**config.mk**
```make
export PLATFORM = sky130hd
export DESIGN_NAME = tensor_stream_packer
export DESIGN_NICKNAME = d
export VERILOG_FILES = /design/src/rtl/tensor_pkg.sv /design/src/rtl/tensor_bank.sv /design/src/rtl/tensor_stream_packer.sv
export SDC_FILE = /design/constraint.sdc
export NUM_CORES = 1
export LEC_CHECK = 0
export CAP_MARGIN = 20
export CORE_MARGIN = 2
export CORE_UTILIZATION = 34
export DETAILED_ROUTE_END_ITERATION = 7
export SKIP_CTS_REPAIR_TIMING = 1
export SLEW_MARGIN = 20
export SYNTH_ARGS = -nofsm -noshare
export SYNTH_HDL_FRONTEND = slang
export SYNTH_SLANG_ARGS = --single-unit
```
**constraint.sdc**
```tcl
create_clock -name clk -period 2.65 [get_ports clk]
set_input_delay 0.53 -clock clk [delete_from_list [all_inputs] [get_ports clk]]
set_output_delay 0.53 -clock clk [all_outputs]
set_load 0.01 [all_outputs]
```
**src/rtl/tensor_pkg.sv**
```systemverilog
// Shared sizing and state types for the tensor packer and the flat-vector stages it feeds.
package tensor_pkg;

    typedef enum logic {
        FILL = 1'b0,
        HOLD = 1'b1
    } pack_state_t;

    function automatic int elem_count(input int ch, input int h, input int w);
        return ch * h * w;
    endfunction

endpackage

```
**src/rtl/tensor_bank.sv**
```systemverilog
// One N x WIDTH register bank: indexed element write, whole-bank clear, flat read-out.
module tensor_bank #(
    parameter int N     = 4,
    parameter int WIDTH = 16,
    parameter int IW    = 3
) (
    input  logic               clk,
    input  logic               rst_n,
    input  logic               clr,
    input  logic               we,
    input  logic [IW-1:0]      widx,
    input  logic [WIDTH-1:0]   wdata,
    output logic [N*WIDTH-1:0] rdata
);

    logic [N*WIDTH-1:0] mem_q;

    always_ff @(posedge clk or negedge rst_n) begin
        if (!rst_n) begin
            mem_q <= '0;
        end else if (clr) begin
            mem_q <= '0;
        end else begin
            for (int k = 0; k < N; k++) begin
                if (we && widx == IW'(k)) mem_q[k*WIDTH +: WIDTH] <= wdata;
            end
        end
    end

    assign rdata = mem_q;

endmodule

```
**src/rtl/tensor_stream_packer.sv**
```systemverilog
// Packs a serial element stream into one flat CH*IN_H*IN_W tensor vector.
// Define PACKER_DBUF_EN for two alternating banks (fill and hold overlap).
//
// state | meaning
// FILL  | bank accepting elements (in_ready when it is the write bank)
// HOLD  | bank holds a complete frame, waiting for out_ready
module tensor_stream_packer
    import tensor_pkg::*;
#(
    parameter int CH    = 1,
    parameter int IN_H  = 2,
    parameter int IN_W  = 2,
    parameter int WIDTH = 16
) (
    input  logic                          clk,
    input  logic                          rst_n,
    input  logic                          in_valid,
    output logic                          in_ready,
    input  logic [WIDTH-1:0]              in_data,
    input  logic                          in_last,
    output logic                          out_valid,
    input  logic                          out_ready,
    output logic [CH*IN_H*IN_W*WIDTH-1:0] out_vec,
    output logic                          frame_err
);

`ifdef PACKER_DBUF_EN
    localparam int NB = 2;
`else
    localparam int NB = 1;
`endif
    localparam int N  = elem_count(CH, IN_H, IN_W);
    localparam int IW = $clog2(N + 1);

    pack_state_t   st_q [2];
    pack_state_t   st_d [2];
    logic          wr_sel_q, wr_sel_d, rd_sel_q, rd_sel_d;
    logic [IW-1:0] idx_q, idx_d;
    logic          run_q, err_q, err_d;
    logic          acc, done, hs, at_end;
    logic [N*WIDTH-1:0] vec [2];

    // run_q keeps in_ready low while reset is asserted
    always_ff @(posedge clk or negedge rst_n) begin
        if (!rst_n) begin
            st_q[0]  <= FILL;
            st_q[1]  <= FILL;
            wr_sel_q <= 1'b0;
            rd_sel_q <= 1'b0;
            idx_q    <= '0;
            run_q    <= 1'b0;
            err_q    <= 1'b0;
        end else begin
            st_q     <= st_d;
            wr_sel_q <= wr_sel_d;
            rd_sel_q <= rd_sel_d;
            idx_q    <= idx_d;
            run_q    <= 1'b1;
            err_q    <= err_d;
        end
    end

    always_comb begin
        in_ready  = run_q && (st_q[wr_sel_q] == FILL);
        out_valid = (st_q[rd_sel_q] == HOLD);
        acc       = in_valid && in_ready;
        hs        = out_valid && out_ready;
        at_end    = (idx_q == IW'(N - 1));
        done      = acc && (in_last || at_end);

        st_d     = st_q;
        wr_sel_d = wr_sel_q;
        rd_sel_d = rd_sel_q;
        idx_d    = idx_q;
        err_d    = done && (in_last != at_end);

        if (acc) idx_d = done ? '0 : idx_q + 1'b1;
        if (hs) begin
            st_d[rd_sel_q] = FILL;
            rd_sel_d       = ~rd_sel_q & (NB == 2);
        end
        if (done) begin
            st_d[wr_sel_q] = HOLD;
            wr_sel_d       = ~wr_sel_q & (NB == 2);
        end
    end

    // a bank is cleared as its frame is consumed, so early in_last leaves a zero tail
    for (genvar b = 0; b < 2; b++) begin : g_bank
        if (b < NB) begin : g_on
            tensor_bank #(.N(N), .WIDTH(WIDTH), .IW(IW)) u_bank (
                .clk   (clk),
                .rst_n (rst_n),
                .clr   (hs && (rd_sel_q == 1'(b))),
                .we    (acc && (wr_sel_q == 1'(b))),
                .widx  (idx_q),
                .wdata (in_data),
                .rdata (vec[b])
            );
        end else begin : g_off
            assign vec[b] = '0;
        end
    end

    assign out_vec   = vec[rd_sel_q];
    assign frame_err = err_q;

endmodule
```
After elaboration in Yosys (flattened, before gate mapping) --
Index checks and enable logic that the tools add are counted.
Word-level totals: bits in registers 71, bits in latches 0, bits in writable memories 0, memory bits (read-only) 0, bits of input ports 21, output and inout port bits 67, word-level logic and storage cells 39, memories kept 0
Operators by class: add/sub/neg operators 1, $mul 0, div/mod/pow operators 0, $lt $le $gt $ge 0, eq/ne operators 4, shift-type cells 0, mux-type cells 8, bitwise operators 1, reductions and logical operators 16
Operators with widths (number):
- $mux 16 | 4
- $mux 64 | 1
- $reduce_bool 2->1 | 5
- $logic_and 1x1->1 | 9
- $eq 3x2->1 const B | 2
- $mux 2 | 2
- $add 3x1->3 const B | 1
- $eq 3x1->1 const B | 1
- $logic_not 3->1 | 1
- $mux 3 | 1
- $logic_or 1x1->1 | 1
- $ne 1x1->1 | 1
- $not 1->1 | 1

Depth between registers and ports, before layout --
depth after elaboration 6, mapped depth 7, depth with buffers taken out 6

Hierarchy --
A second synthesis with hierarchy kept.
Unflattened totals: cell total of the unflattened synthesis 258, area total of the unflattened synthesis 3208.1 µm²
By module, submodules not included:
- tensor_bank | instances 1, cells an instance 230, area an instance 2896.5 µm², sequential area each 1601.5 µm²
- tensor_stream_packer | instances 1, cells an instance 28, area an instance 311.5 µm², sequential area each 150.1 µm²

Least setup slack after synthesis --
OpenSTA, ideal clock, no wires.
path type register to register, start register idx_q[0], end register g_bank[0].g_on.u_bank.mem_q[54], library setup time 0.136 ns, data arrival time 1.364 ns, data required time 2.514 ns, slack 1.150 ns, cell stages (with the launch flop) 8, path buffers 2, clock period less this slack 1.500 ns, cell sequence dfrtp_1 ha_1 ha_1 and4b_1 clkbuf_2 buf_2 nand2_1 a21oi_1
Between the ends: word-level cells in the longest chain between the ends 3
RTL lines:
- start, declared | RTL line tensor_stream_packer.sv:38 | logic [IW-1:0] idx_q, idx_d;
- start signal, assigned | RTL line tensor_stream_packer.sv:57 | idx_q <= idx_d;
- $eq 3x2->1 | RTL line tensor_bank.sv:25 | if (we && widx == IW'(k)) mem_q[k*WIDTH +: WIDTH] <= wdata;
- $logic_and 1x1->1 | RTL line tensor_bank.sv:25
- $reduce_bool 2->1 (no source line)
- end signal, assigned by index | RTL line tensor_bank.sv:25
- end, declared | RTL line tensor_bank.sv:16 | logic [N*WIDTH-1:0] mem_q;
No other way between the ends. A chain may end at the register's enable or synchronous reset.

Final worst setup path --
start register st_q[1] in the netlist's numbering, end output in_ready
Between the ends: word-level cells in the longest chain between the ends 2
RTL lines:
- start, declared | RTL line tensor_stream_packer.sv:35 | pack_state_t st_q [2];
- start signal, assigned | RTL line tensor_stream_packer.sv:54 | st_q <= st_d;
- $not 1->1 | RTL line tensor_stream_packer.sv:64 | in_ready = run_q && (st_q[wr_sel_q] == FILL);
- $logic_and 1x1->1 | RTL line tensor_stream_packer.sv:64
- end, declared | RTL line tensor_stream_packer.sv:18 | output logic in_ready,
No other way between the ends.

==> impl_results.md <==
- Outcome: finished clean
- Input/output buffers: 87
- Total CTS buffers: 9
- Skew-Pair Late Insertion Delay: 0.35 ns
- Initial antenna violation count: 0
- Residual DRC count: 0
- Syn nets: 348
- Critical path class: reg2out
- Worst IR Drop VDD: 0.263 mV
- R2R Setup Slk: 0.87 ns
- Clk root buf: clkbuf_8
- First-pass GRT wire length: about 14 mm
- RSZ-0062 raised after global routing: no
- Routability cong.: ~0.83
- RR Endpoint: g_bank[0].g_on.u_bank.rdata[55]$_DFFE_PN0P_
- Mean area per synthesized cell: roughly 9.3 um2
- RR Startpoint: idx_q[0]$_DFFE_PN0P_
- Post-synth EDFFs: 0
- Chip width: 97.6 um
- CP Cell Sequence: nor2b_1 -> clkdlybuf4s50_1
- CP required: 2.12 ns
- Yosys top cell area share: 0.588
- DR pass1 iterations: 4
- Pin count of the biggest net entering global routing: between 40 and 50
- Area delta synth->final: 38.4%
- Cell count after placement: between 500 and 600
- Synthesized instance count: 321
- Most frequent cells after synthesis: nand2_1, dfrtp_1, nand3_1
- Top Ports: 88
- Setup TNS: 0 ns
- Worst Path Arrival: around 1.5 ns
- FF/Latch Area: about 1800 um2
- Setup WS pre-CTS: about 0.48 ns
- Post-synth ARST share: 1.00
- Final Hold Fails: 0
- Vias in the first global route: 2,597
- Post-layout util: 0.480
- Sequential area share after synthesis: 0.588
- Leak Pwr: 1.75 nW
- Max_cap viols: 0
- Total power: 3.48 mW
- Clock transition at path regs: 0.07 ns
- Total track usage: 0.179
- WL/cell: approximately 16 um
- Total routed wirelength: 8.26 mm
- Via count: approximately 2,600
- Largest area contributor in the netlist: dfrtp_1
- Fin cells: roughly 520
- H-tree levels: 3
- Synthesized area: between 2000 and 3000 um2
- Final max-slew violation count: 0
- Fraction of layout cells with a size suffix above 1: 0.0709
- Die Area: 9530 um2
- Core Footprint: between 8000 and 9000 um2
- TritonCTS clock tree: built
- Layout fillers: 829
- DR iter-0 viols: between 100 and 150
- Die height: just under 100 um
- P per Cell Area: ~840 nW/um2
- Relative slew slack: 0.529
- Endpoint class of the critical path: output pin
- Final-report setup violation count: 0
- Final WS setup: around 0.61 ns
- Crit-path max cell delay: ~0.54 ns
- GRT Residual Overflow: 0
- Slew at the pin closest to its max-slew limit: slightly above 0.7 ns
- Setup Skew: between 0.008 and 0.009 ns
- Area of the multi-input gates: approximately 1100 um2
- Antenna diodes: 0
- Most common cell in the netlist: nand2_1
- Hold crit path type: in2async
- Yosys cell types: 24
- Routed vias/inst: around 5
- CTS sink cnt: 70
- Initial core utilization: 0.347
- CP max-delay cell: clkdlybuf4s50_1
- Worst Setup Start Kind: flip-flop
- FF-to-FF path depth: 5
- Synth top area cells: dfrtp_1, nand2_1, nand3_1, o21ai_0, o21ai_1
- Post-DP HPWL: approximately 5.8 mm
- F_max: a little under 500 MHz
- Clock Path Buffers: 2
- Nets: 431
- ANT nets after route: 0
- Final Critical Period: between 2 and 2.5 ns
- Main synth FF type: dfrtp_1
- Final period util: 0.770
- Row count: 34
- Critical path peak fanout: 9
- Number of warnings issued by yosys: 0
- Yosys reg bits: 70
-- worst max-delay path: cells and delay by family, from the launching register on --
family / cells / cell delay (ns)
buffers and inverters: 1 / 0.54
and+or+nand+nor: 1 / 0.15
DFF: 1 / 0.47
-- sequential cells by signal, summed over array words and instances, names as in the netlist --
name / flops
idx_q: 3
frame_err: 1
st_q: 1
run_q: 1
g_bank.g_on.u_bank.rdata: 64
-- how the worst max path moves through the flow --
| stage | start | endpoint | slack [ns] | depth (start not counted) |
|---|---|---|---|---|
| finish | st_q[1]$_DFFE_PN0P_ | in_ready | 0.61 | 2 |
| global route | st_q[1]$_DFFE_PN0P_ | in_ready | 0.55 | 2 |
| CTS | st_q[1]$_DFFE_PN0P_ | in_ready | 0.60 | 2 |
| detailed placement | in_valid | g_bank[0].g_on.u_bank.rdata[38]$_DFFE_PN0P_ | 0.48 | 4 |
| global placement | in_valid | g_bank[0].g_on.u_bank.rdata[0]$_DFFE_PN0P_ | 0.54 | 4 |
| floorplan | idx_q[0]$_DFFE_PN0P_ | g_bank[0].g_on.u_bank.rdata[54]$_DFFE_PN0P_ | 1.15 | 7 |
-- per-stage QoR --
stage	hold WS [ns]	instance area, um2
after floorplan	0.234	2980
after global placement	0.506	3950
after detailed placement	0.512	3950
after CTS	0.245	4120
after global routing	0.285	4120
final	0.222	4120
-- report_power, final --
group / internal [mW] / switching [mW]
logic: 0.621 / 0.550
registers: 1.34 / 0.184
clock network: 0.390 / 0.397
-- kinds of logic (layout without fill, tap and decap cells) --
family | Yosys count | in the layout | synth area share
DFF | 70 | 70 | 0.588
adders and majority gates | 6 | 6 | 0.0252
AOI/OAI and AO/OA | 68 | 68 | 0.115
buffers and inverters | 31 | 119 | 0.0537
other | 1 | 1 | 0.00126
and+or+nand+nor | 145 | 145 | 0.217
-- cell type report --
type | instances | share of cell area
tap | 108 | 0.0328
multi-input combinational | 220 | 0.263
clock buffer | 13 | 0.0385
sequential | 70 | 0.425
inverter | 6 | 0.00546
timing repair buffer | 97 | 0.231
clock inverter | 3 | 0.00455
-- placed cells by master, fill, tap and decap left out --
cell,instances
a21oi_1,16
and2_1,1
and2_2,3
and4b_1,1
buf_12,1
buf_2,1
buf_4,9
clkbuf_1,2
clkbuf_8,11
clkdlybuf4s50_1,86
clkinv_2,2
clkinv_4,1
conb_1,1
dfrtp_1,70
ha_1,6
inv_1,6
nand2_1,86
nand2b_1,1
nand3_1,48
nand3b_1,1
nand4b_1,1
nor2b_1,1
nor3b_1,1
nor4bb_4,1
o21ai_0,29
o21ai_1,22
o22ai_1,1
-- per-layer routing --
metal	GRT usage	up-vias	share of wire
met5	0	-	0
met4	0.0577	0	0.014
met3	0.0453	10	0.061
met2	0.283	80	0.46
met1	0.243	1261	0.46
li1	-	1235	-
Power figures use the tool's default switching activity.
